--- config.mk ---
export PLATFORM = sky130hd
export DESIGN_NAME = sqr_shuffle
export DESIGN_NICKNAME = d
export VERILOG_FILES = /design/src/rtl/sc_pkg.sv /design/src/rtl/lfsr_fib.sv /design/src/rtl/sqr_shuffle.sv
export SDC_FILE = /design/constraint.sdc
export NUM_CORES = 1
export LEC_CHECK = 0
export BUFFER_PORTS_ARGS = -buffer_cell sky130_fd_sc_hd__buf_4
export CAP_MARGIN = 20
export CELL_PAD_IN_SITES_DETAIL_PLACEMENT = 0
export CELL_PAD_IN_SITES_GLOBAL_PLACEMENT = 1
export CORE_AREA = 4 4 53 55
export CTS_CLUSTER_SIZE = 10
export DETAILED_ROUTE_END_ITERATION = 6
export DIE_AREA = 0 0 57 59
export PLACE_DENSITY = 0.79
export REMOVE_ABC_BUFFERS = 1
export SLEW_MARGIN = 20
export SYNTH_ARGS = -nofsm -noshare
export SYNTH_HDL_FRONTEND = slang
export SYNTH_SLANG_ARGS = --single-unit
--- constraint.sdc ---
create_clock -name clk -period 2.7 [get_ports clk]
set_input_delay 0.135 -clock clk [delete_from_list [all_inputs] [get_ports clk]]
set_output_delay 0.135 -clock clk [all_outputs]
set_load 0.03 [all_outputs]
--- src/rtl/sc_pkg.sv ---
// Shared definitions for the stochastic-computing arithmetic blocks:
// LFSR tap table, default seed and the squaring unit's state encoding.
package sc_pkg;

    // Default LFSR seed shared by the SNG and arithmetic blocks.
    localparam logic [7:0] SC_DEFAULT_SEED = 8'hB5;

    // Range of LFSR widths covered by the tap table.
    localparam int SC_TAP_MIN_W = 4;
    localparam int SC_TAP_MAX_W = 16;

    // Operating phase of the squaring unit, derived from its fill counter.
    typedef enum logic {
        WARMUP = 1'b0,
        RUN    = 1'b1
    } sqr_state_t;

    // Maximal-length Fibonacci tap masks; bit i set means state bit i feeds
    // the XOR that becomes the new lsb. Zero marks an unsupported width.
    function automatic logic [15:0] sc_lfsr_taps(input int width);
        logic [15:0] taps;
        case (width)
            4:       taps = 16'h000C;  // x^4+x^3+1
            5:       taps = 16'h0014;  // x^5+x^3+1
            6:       taps = 16'h0030;  // x^6+x^5+1
            7:       taps = 16'h0060;  // x^7+x^6+1
            8:       taps = 16'h00B8;  // x^8+x^6+x^5+x^4+1
            9:       taps = 16'h0110;  // x^9+x^5+1
            10:      taps = 16'h0240;  // x^10+x^7+1
            11:      taps = 16'h0500;  // x^11+x^9+1
            12:      taps = 16'h0829;  // x^12+x^6+x^4+x^1+1
            13:      taps = 16'h100D;  // x^13+x^4+x^3+x^1+1
            14:      taps = 16'h2015;  // x^14+x^5+x^3+x^1+1
            15:      taps = 16'h6000;  // x^15+x^14+1
            16:      taps = 16'hD008;  // x^16+x^15+x^13+x^4+1
            default: taps = 16'h0000;
        endcase
        return taps;
    endfunction

endpackage

--- src/rtl/lfsr_fib.sv ---
// Fibonacci LFSR, shift-left, new lsb = XOR of the tapped bits.
// Advances one step per cycle with step high; holds otherwise.
module lfsr_fib
    import sc_pkg::*;
#(
    parameter int               WIDTH = 8,
    parameter logic [WIDTH-1:0] SEED  = WIDTH'(SC_DEFAULT_SEED)
) (
    input  logic             clk,
    input  logic             rst,
    input  logic             step,
    output logic [WIDTH-1:0] state
);

    localparam logic [15:0]      TAPS_ALL = sc_lfsr_taps(WIDTH);
    localparam logic [WIDTH-1:0] TAPS     = TAPS_ALL[WIDTH-1:0];

    // A zero seed locks the register in the all-zero state forever.
    if (SEED == '0) begin : g_bad_seed
        $error("lfsr_fib: SEED must be nonzero");
    end
    if (WIDTH < SC_TAP_MIN_W || WIDTH > SC_TAP_MAX_W) begin : g_bad_width
        $error("lfsr_fib: WIDTH outside the tap table range");
    end

    logic [WIDTH-1:0] state_q;
    logic [WIDTH-1:0] state_d;
    logic             feedback;

    // Next state: shift left and insert the tap parity when stepping.
    always_comb begin
        feedback = ^(state_q & TAPS);
        state_d  = state_q;
        if (step) begin
            state_d = {state_q[WIDTH-2:0], feedback};
        end
    end

    // State register, reloaded with the seed on reset.
    always_ff @(posedge clk) begin
        if (rst) begin
            state_q <= SEED;
        end else begin
            state_q <= state_d;
        end
    end

    assign state = state_q;

endmodule

--- src/rtl/sqr_shuffle.sv ---
// Stochastic squaring unit for unipolar bitstreams: out = in AND a randomly
// chosen earlier input bit, giving P(out)=p^2. Earlier bits live in a
// DEPTH-entry shuffle buffer addressed by an LFSR; each read slot is
// refilled with the current bit so the buffer keeps a recent sample set.
module sqr_shuffle
    import sc_pkg::*;
#(
    parameter int                DEPTH  = 8,
    parameter int                IDXW   = $clog2(DEPTH),
    parameter int                LFSR_W = 8,
    parameter logic [LFSR_W-1:0] SEED   = LFSR_W'(SC_DEFAULT_SEED)
) (
    input  logic clk,
    input  logic rst,
    input  logic en,
    input  logic in,
    output logic out,
    output logic out_valid
);

    // Elaboration-time parameter sanity checks.
    if (DEPTH < 2 || DEPTH > 256 || (DEPTH & (DEPTH - 1)) != 0) begin : g_bad_depth
        $error("sqr_shuffle: DEPTH must be a power of two in 2..256");
    end
    if (IDXW != $clog2(DEPTH)) begin : g_bad_idxw
        $error("sqr_shuffle: IDXW is derived from DEPTH and must not be overridden");
    end
    if (LFSR_W < IDXW) begin : g_bad_lfsr_w
        $error("sqr_shuffle: LFSR_W must be at least IDXW");
    end
    if (SEED == '0) begin : g_bad_seed
        $error("sqr_shuffle: SEED must be nonzero");
    end

    localparam logic [IDXW:0]     FILL_FULL = (IDXW + 1)'(DEPTH);
    localparam logic [LFSR_W-1:0] IDX_MASK  = LFSR_W'(DEPTH - 1);

    logic [DEPTH-1:0]  buf_q;
    logic [DEPTH-1:0]  buf_d;
    logic [IDXW:0]     fill_q;
    logic [IDXW:0]     fill_d;
    logic              out_q;
    logic              out_d;
    logic              vld_q;
    logic              vld_d;
    logic [LFSR_W-1:0] lfsr_state;
    logic [LFSR_W-1:0] lfsr_masked;
    logic [IDXW-1:0]   rd_idx;
    logic [IDXW-1:0]   wr_fill_idx;
    logic              lfsr_step;
    sqr_state_t        state;

    // Phase decode: RUN once every buffer slot has been filled once.
    always_comb begin
        state = (fill_q == FILL_FULL) ? RUN : WARMUP;
    end

    // Only the low IDXW bits of the LFSR select a slot; DEPTH being a
    // power of two keeps the index in range without any modulo logic.
    assign lfsr_masked = lfsr_state & IDX_MASK;
    assign rd_idx      = lfsr_masked[IDXW-1:0];
    assign wr_fill_idx = fill_q[IDXW-1:0];

    // The index generator only moves when a product bit is actually formed.
    assign lfsr_step = en & (state == RUN);

    lfsr_fib #(
        .WIDTH (LFSR_W),
        .SEED  (SEED)
    ) u_lfsr (
        .clk   (clk),
        .rst   (rst),
        .step  (lfsr_step),
        .state (lfsr_state)
    );

    // Next-state logic: fill the buffer in WARMUP, multiply-and-replace in
    // RUN, and emit a zero/invalid bit whenever no input is accepted.
    always_comb begin
        buf_d  = buf_q;
        fill_d = fill_q;
        out_d  = 1'b0;
        vld_d  = 1'b0;
        if (en) begin
            if (state == RUN) begin
                out_d         = in & buf_q[rd_idx];
                vld_d         = 1'b1;
                buf_d[rd_idx] = in;
            end else begin
                buf_d[wr_fill_idx] = in;
                fill_d             = fill_q + 1'b1;
            end
        end
    end

    // State and output registers; reset clears history and restarts WARMUP.
    always_ff @(posedge clk) begin
        if (rst) begin
            buf_q  <= '0;
            fill_q <= '0;
            out_q  <= 1'b0;
            vld_q  <= 1'b0;
        end else begin
            buf_q  <= buf_d;
            fill_q <= fill_d;
            out_q  <= out_d;
            vld_q  <= vld_d;
        end
    end

    assign out       = out_q;
    assign out_valid = vld_q;

endmodule

Word level (Yosys, flattened, before mapping)
Index checks and enable logic that the tools add are counted.
{"block": "totals", "inputBits": 4, "word_cells": 32, "regBits": 22, "output_inout_bits": 2}
{"block": "classes", "mux": 11, "eq_ne": 1, "n_lt_le_gt_ge": 4, "n_reduce_logical": 6, "bitwise": 4, "addsub": 1}
{"operator": "$bwmux 8", "count": 2}
{"operator": "$lt 3x4->1 const B", "count": 2}
{"operator": "$mux 8", "count": 1}
{"operator": "$reduce_xor 8->1", "count": 1}
{"operator": "$demux 1 s3", "count": 2}
{"operator": "$ge 3x1->1 const B", "count": 2}
{"operator": "$mux 1", "count": 5}
{"operator": "$add 4x1->4 const B", "count": 1}
{"operator": "$eq 4x4->1 const B", "count": 1}
{"operator": "$bmux 1 s3", "count": 1}
{"operator": "$reduce_or 3->1", "count": 1}
{"operator": "$and 1x1->1", "count": 2}
{"operator": "$logic_and 1x1->1", "count": 2}
{"operator": "$not 1->1", "count": 2}
{"operator": "$reduce_and 2->1", "count": 1}
{"operator": "$reduce_or 2->1", "count": 1}

Longest topological paths before layout
Gate-level depths: netlist (run 1).
{"block": "depth", "depth_word": 6, "depth_mapped": 7, "depth_no_buf": 6}

Modules after synthesis
From an unflattened synthesis (run 1), not the netlist that was laid out.
{"block": "hier_totals", "hier_cells": 109, "hier_area_um2": 1046.0}
{"module": "sqr_shuffle", "n_inst": 1, "cells_per_inst": 80, "area_each_um2": 743.2}
{"module": "lfsr_fib", "n_inst": 1, "cells_per_inst": 29, "area_each_um2": 302.8}

Worst setup path after synthesis (run 1)
Ideal clock, no wire load.
{"block": "synth_path", "kind": "flip-flop to flip-flop", "startpoint": "register fill_q[0]", "endpoint": "register buf_q[4]", "required_time_ps": 2626, "slack_ps": 1277, "path_buffers": 1, "t_arrival_ps": 1348, "path_stages_with_launch": 8, "cell_sequence": "dfxtp_1 > inv_1 > ha_1 > and4b_4 > buf_6 > a32oi_2 > nand3b_1 > o21ai_0"}
{"block": "synth_between", "elab_chain_len": 6, "elab_cells_between_ends": 9, "cone_classes": "order compare: 2; eq/ne: 1; mux: 5; reduce/logical: 1"}
{"item": "start: declaration", "line": "sqr_shuffle.sv:40", "text": "logic [IDXW:0] fill_q;"}
{"item": "start signal: assignment", "line": "sqr_shuffle.sv:105", "text": "fill_q <= fill_d;"}
{"item": "$lt 3x4->1 (not written as such) or $ge 3x1->1 (tied branches)", "line": "sqr_shuffle.sv:90", "text": "buf_d[wr_fill_idx] = in;"}
{"item": "$logic_and 1x1->1 (not written as such)", "line": "sqr_shuffle.sv:90"}
{"item": "$mux 1 (not written as such)", "line": "sqr_shuffle.sv:90"}
{"item": "$demux 1 s3", "line": "sqr_shuffle.sv:90"}
{"item": "$bwmux 8", "line": "sqr_shuffle.sv:90"}
{"item": "$mux 8 *", "line": "sqr_shuffle.sv:85", "text": "if (state == RUN) begin"}
{"item": "end signal: assignment", "line": "sqr_shuffle.sv:104", "text": "buf_q <= buf_d;"}
{"item": "end: declaration", "line": "sqr_shuffle.sv:38", "text": "logic [DEPTH-1:0] buf_q;"}
Every way passes the cells marked *; elsewhere a longest branch is shown, timed or not.
A chain may end at the register's enable or synchronous reset.

Worst setup path in the final report (run 1)
{"block": "layout_path", "startpoint": "register fill_q[0]", "endpoint": "register buf_q[0]"}
The elaborated chain is that of the path after synthesis.

==> results of run 1 <==
[per-layer routing]
metal  vias to the layer above  global-route usage (%)  share of wire, %
met3                         4                    2.83               5.2
li1                        407                       -                 -
met2                        21                    21.2                46
met5                         -                       0                 0
met4                         0                    3.97               1.1
met1                       374                    16.6                48
[cell usage after synthesis (all sizes together) (2+ instances only)]
cell	n	area (µm²)
dfxtp	22	440
nand2	18	67.6
nor2	9	33.8
nand3b	7	52.6
a21oi	6	30.0
mux2i	6	60.1
o21ai	5	28.8
clkbuf	4	45.0
nor2b	4	25.0
xnor2	4	35.0
a22oi	3	22.5
a32oi	3	33.8
buf	3	30.0
nand2b	3	18.8
ha	2	25.0
inv	2	7.51
mux4	2	45.0
nand3	2	10.0
nor3	2	15.0
or2b	2	20.0
[kinds of logic after synthesis]
group           after synthesis
compound gates               18
xor+xnor                      5
fa+ha+maj                     2
buf+inv                       9
flops                        22
mux                           8
simple gates                 53
[stage by stage]
stage | power, W | util [%]
after floorplan | 0.000373 | -
after global placement | 0.000387 | 46.7
after detailed placement | 0.000388 | 46.7
after CTS | 0.000530 | 47.6
after global routing | 0.000547 | 47.6
final | 0.000521 | 47.6
[flip-flops by register name, summed over array words and instances (netlist names)]
register      cells
out_valid         1
out               1
u_lfsr.state      8
fill_q            4
buf_q             8
[where the power goes]
group | switching [W] | internal [W]
sequential | 0.00000690 | 0.000330
clock | 0.0000882 | 0.0000519
combinational | 0.0000223 | 0.0000213
[worst paths after layout]
path                    from         endpoint  slack (ns)  cells past startpoint
min reg2reg  u_lfsr.state[6]  u_lfsr.state[6]        0.47                      2
max reg2reg        fill_q[0]         buf_q[0]        0.81                      6
min                       in         buf_q[7]        0.08                      3
max                fill_q[0]         buf_q[0]        0.81                      6
[worst min-delay path: stages]
cell and delay (ns):
buf_4 0.08, mux2i_1 0.06, nor2_1 0.07
[area by class of cell]
class                   count  area, µm²  area share [%]
inverters                   2       7.51           0.660
well taps                  30       37.5            3.30
flip-flops and latches     22        440            38.7
clock buffers               3       22.5            1.98
repair buffers              5       37.5            3.30
multi-input cells          86        592            52.0
==> results.tsv, run 1 <==
stage	metric	value	unit
setup_path	CP top delay family	simple AND/OR/NAND/NOR gates	
route	Iter 0 DRT Violations	28	
placement	placed wire-length estimate	1380	µm
synthesis	Async SR Flop Fraction	0	%
clocking	Worst-path clk slew	0.11	ns
timing	Slew Viols, Final	0	
route	vias per inst	5.45	
timing	Clock Skew	0.00696	ns
route	first-pass iteration count of the detailed router	4	
synthesis	Cell Area, Synth	1110	µm²
clocking	Setup Fix Bufs, Post-CTS	0	
cells_and_area	Layout Cells excl Fill	148	
clocking	CTS tree	built	
setup_path	Worst setup EP type	register	
floorplan	Starting Density	46.7	%
global_routing	first-pass GRT wire length	3330	µm
clocking	clk sinks	22	
cells_and_area	final instance area	1140	µm²
synthesis	mux cell area share after synthesis	9.43	%
synthesis	Top FF cell, synth	dfxtp_1	
timing	final setup margin	0.808	ns
pwr	Power Density	458	nW/µm²
setup_path	CP max FO	11	
timing	RSZ-0062 raised after global routing	no	
clocking	H-tree levels	1	
synthesis	Yosys reg bits	22	
global_routing	vias in the first global route	743	
setup_path	Buf+Inv Stages, Crit Path	1	
floorplan	Die Ht	59	µm
cells_and_area	commonest cells after routing, fill and taps aside	dfxtp_1 (22), nand2_1 (18), nor2_1 (9)	
synthesis	number of flops mapped to enable cells by yosys	0	
setup_path	Worst EP required	2.89	ns
synthesis	number of distinct library cells after synthesis	34	
synthesis	Synth Area in Simple Gates	26.6	%
synthesis	Synth Area in Compound Gates	10.9	%
cells_and_area	final net count	126	
setup_path	Arr. time, crit path	2.08	ns
floorplan	row cnt	18	
clocking	Bufs on Longest Clock Path	2	
floorplan	die width	57	µm
timing	Post-Route Setup TNS	0	ns
flow_run	Max Cap Violations	0	
placement	number of I/O port buffers	5	
placement	GP Congestion	0.883	
timing	Max Clk Rate	0.529	GHz
placement	placed insts	145	
cells_and_area	Layout area overhead	2.02	%
timing	Final min period	1.89	ns
setup_path	Worst path max stage delay	0.43	ns
global_routing	initial antenna violation count	0	
clocking	CTS buffer count	3	
cells_and_area	Inserted Diodes	0	
placement	Post-DP Area	1110	µm²
worst_hold_path	worst hold path class	in2reg	
setup_path	WS Path Type	reg2reg	
setup_path	critical path's slowest cell	nand4b_1	
synthesis	Adder-Cell Fraction of Synth Area	2.24	%
route	total wire length	1930	µm
clocking	CTS resizes	0	
setup_path	type of origin of the critical path	register	
synthesis	XOR/XNOR share of the synthesized area	3.93	%
global_routing	gr usage total	12.7	%
route	Final ANT Viol Nets	0	
synthesis	main combinational cell family by area after synthesis	simple AND/OR/NAND/NOR gates	
pwr	Worst VDD drop	274	µV
timing	Setup violations, final	0	
global_routing	GRT overflow	0	
route	Remaining DRCs	0	
pwr	Lkg Pwr	0.422	nW
placement	pre-CTS setup slack	0.845	ns
floorplan	IO Pins	6	
cells_and_area	commonest non-fill, non-tap cell in the layout	dfxtp_1	
synthesis	syn_area_per_cell	9.53	µm²
setup_path	CP Cell Sequence	inv_1, ha_1, nand4b_1, nor2_1, a22oi_1, mux2i_1	
cells_and_area	Layout fillers	242	
clocking	clk root buf	clkbuf_4	
synthesis	sequential area share after synthesis	39.5	%
timing	Slew HR	66.4	%
synthesis	Mapped Cells	117	
timing	fin crit share	70.1	%
clocking	Worst-Skew Late Latency	0.29	ns
timing	Least-Margin Pin Slew	0.501	ns
run_status	status	complete, no violations	
clocking	cts hold-fix bufs	0	
global_routing	pin count of the biggest net entering global routing	23	
route	DR WL/cell	13.0	µm
cells_and_area	layout cells sized above 1	15.3	%
timing	worst hold margin	0.0790	ns
floorplan	Placeable Area	2390	µm²
synthesis	Synth Warn #	0	
route	routed vias	806	
timing	Fin. Hold Viols	0	
floorplan	Die Area	3360	µm²
Note: power is estimated with default switching activity, not from simulation.
==> run 2: changes to the inputs <==
ABC_AREA = 1   (was unset)
CORE_AREA = 4 4 59 61   (was 4 4 53 55)
DIE_AREA = 0 0 63 65   (was 0 0 57 59)
PLACE_DENSITY = 0.74   (was 0.79)
clock period = 1.9 ns   (was 2.7 ns; I/O delays follow)
==> results.tsv, run 2 <==
stage	metric	value	unit
route	routed vias	1071	
timing	Slew Viols, Final	0	
floorplan	Die Area	4100	µm²
floorplan	IO Pins	6	
cells_and_area	final instance area	1310	µm²
placement	placed wire-length estimate	1880	µm
pwr	Flop pwr share	51.7	%
setup_path	Worst setup EP type	register	
clocking	H-tree levels	1	
synthesis	number of distinct library cells after synthesis	24	
floorplan	Placeable Area	2980	µm²
synthesis	sequential area share after synthesis	36.4	%
timing	Least-Margin Pin Slew	0.524	ns
floorplan	Die Ht	65	µm
clocking	Worst-Skew Late Latency	0.32	ns
timing	Max Clk Rate	0.652	GHz
timing	Final min period	1.53	ns
cells_and_area	Layout area overhead	7.86	%
synthesis	Yosys reg bits	22	
pwr	combinational power share	7.4	%
timing	Slew HR	65.0	%
worst_hold_path	worst hold path class	in2reg	
floorplan	die width	63	µm
synthesis	Synth Warn #	0	
global_routing	gr usage total	13.8	%
timing	Fin. Hold Viols	0	
timing	RSZ-0062 raised after global routing	no	
route	vias per inst	5.00	
synthesis	Top FF cell, synth	dfxtp_1	
cells_and_area	final net count	188	
setup_path	Arr. time, crit path	1.77	ns
timing	Clock Skew	0.00209	ns
route	first-pass iteration count of the detailed router	4	
cells_and_area	Inserted Diodes	0	
global_routing	first-pass GRT wire length	4410	µm
setup_path	WS Path Type	reg2reg	
cells_and_area	commonest non-fill, non-tap cell in the layout	nand2_1	
clocking	clk sinks	22	
pwr	Power Density	712	nW/µm²
pwr	Lkg Pwr	0.636	nW
timing	worst hold margin	0.0647	ns
floorplan	Starting Density	40.6	%
clocking	Worst-path clk slew	0.14	ns
pwr	Worst VDD drop	309	µV
setup_path	CP max FO	16	
synthesis	top area cells in the synthesized netlist	dfxtp_1 (36%), nand2_1 (14%), a21oi_1 (7.4%), inv_1 (6.5%), nor2_1 (6.5%)	
synthesis	Synth top cells by count	nand2_1 (46), dfxtp_1 (22), inv_1 (21), nor2_1 (21), a21oi_1 (18)	
run_status	status	complete, no violations	
route	total wire length	2590	µm
clocking	CTS buffer count	3	
placement	number of I/O port buffers	5	
cells_and_area	commonest cells after routing, fill and taps aside	nand2_1 (46), dfxtp_1 (22), inv_1 (21), nor2_1 (21), a21oi_1 (18)	
timing	fin crit share	80.7	%
global_routing	vias in the first global route	963	
synthesis	Cell Area, Synth	1210	µm²
timing	Post-Route Setup TNS	0	ns
placement	GP Congestion	0.803	
setup_path	Worst EP required	2.14	ns
timing	Setup violations, final	0	
pwr	P_sw	0.000221	W
route	Remaining DRCs	0	
route	Final ANT Viol Nets	0	
global_routing	initial antenna violation count	0	
pwr	Sw Share	23.7	%
synthesis	Async SR Flop Fraction	0	%
flow_run	Max Cap Violations	0	
synthesis	top-area cell type share of the netlist area	36.4	%
synthesis	Mapped Cells	177	
synthesis	largest area contributor in the netlist	dfxtp_1	
pwr	clock share of power	40.9	%
placement	Post-DP Area	1240	µm²
synthesis	most frequent cell after synthesis	nand2_1	
clocking	clk root buf	clkbuf_4	
clocking	CTS tree	built	
global_routing	pin count of the biggest net entering global routing	18	
route	DR WL/cell	12.1	µm
pwr	Pint	0.000709	W
route	Iter 0 DRT Violations	48	
clocking	Bufs on Longest Clock Path	2	
synthesis	number of flops mapped to enable cells by yosys	0	
global_routing	GRT overflow	0	
cells_and_area	layout cells sized above 1	11.0	%
cells_and_area	Layout fillers	320	
setup_path	type of origin of the critical path	register	
synthesis	syn_area_per_cell	6.84	µm²
floorplan	row cnt	20	
[run 2: changes by cell type after synthesis, moves of 6 or more]
cell | before | now
nor2_1 | 9 | 21
nand2_1 | 18 | 46
nand3_1 | 2 | 13
mux2i_1 | 6 | 0
a21oi_1 | 6 | 18
nand3b_1 | 7 | 0
inv_1 | 2 | 21
[run 2: stage by stage]
stage / worst slack, ns / std cells / util [%] / power [W]
2_1_floorplan: 0.567 / 171 / - / 0.000534
3_3_place_gp: 0.437 / 209 / 41.7 / 0.000557
3_5_place_dp: 0.378 / 209 / 41.7 / 0.000559
4_1_cts: 0.360 / 214 / 43.8 / 0.000935
5_1_grt: 0.216 / 214 / 43.8 / 0.000966
6_report: 0.367 / 214 / 43.8 / 0.000930
[run 2: area by class of cell]
class	count	area (µm²)	share of cell area, %
clock buffers	3	22.5	1.73
clock inverters	1	30.0	2.30
inverters	23	86.3	6.62
multi-input cells	126	637	48.8
flip-flops and latches	22	440	33.7
well taps	33	41.3	3.16
repair buffers	6	47.5	3.64
[run 2: path summary, 6_finish.rpt]
kind                    from         endpoint  slack [ns]  depth (start not counted)
min reg2reg  u_lfsr.state[6]  u_lfsr.state[6]        0.47                          2
min                       in              out        0.06                          3
max                fill_q[1]         buf_q[3]        0.37                          7
max reg2reg        fill_q[1]         buf_q[3]        0.37                          7
[run 2: logic make-up after synthesis]
kind of cell	after synthesis	synth area share, %
simple gates	97	38.6
buf+inv	29	11.0
compound gates	25	10.5
flops	22	36.4
xor+xnor	2	1.45
fa+ha+maj	2	2.07
[run 2: what timing repair did]
item,4_1_cts,5_1_grt
endpoints found under the hold margin,2,0
hold buffers,1,0
resized for setup,0,0
buffers inserted,0,0
[run 2: metal layers]
layer  vias to the layer above  routed length [µm]  global-route usage [%]
met3                         5                  84                    2.60
met1                       478                1310                    18.7
met5                         -                   0                       0
met2                        16                1150                    20.9
li1                        572                   -                       -
met4                         0                  46                    6.61
[run 2: power groups by stage]
stage	Sequential (W)	Combinational (W)	Clock (W)
4_1_cts	0.000481	0.0000700	0.000384
3_5_place_dp	0.000491	0.0000681	0
5_1_grt	0.000482	0.0000790	0.000405
2_1_floorplan	0.000488	0.0000462	0
3_3_place_gp	0.000490	0.0000677	0
6_report	0.000480	0.0000692	0.000380
[run 2: worst max-delay path: stages, from the launching register on]
cell     delay (ns)
dfxtp_1        0.38
inv_1          0.11
ha_1           0.25
nand3_4        0.13
nor2_8         0.25
nand2_1        0.12
a21oi_1        0.15
nor2_1         0.06
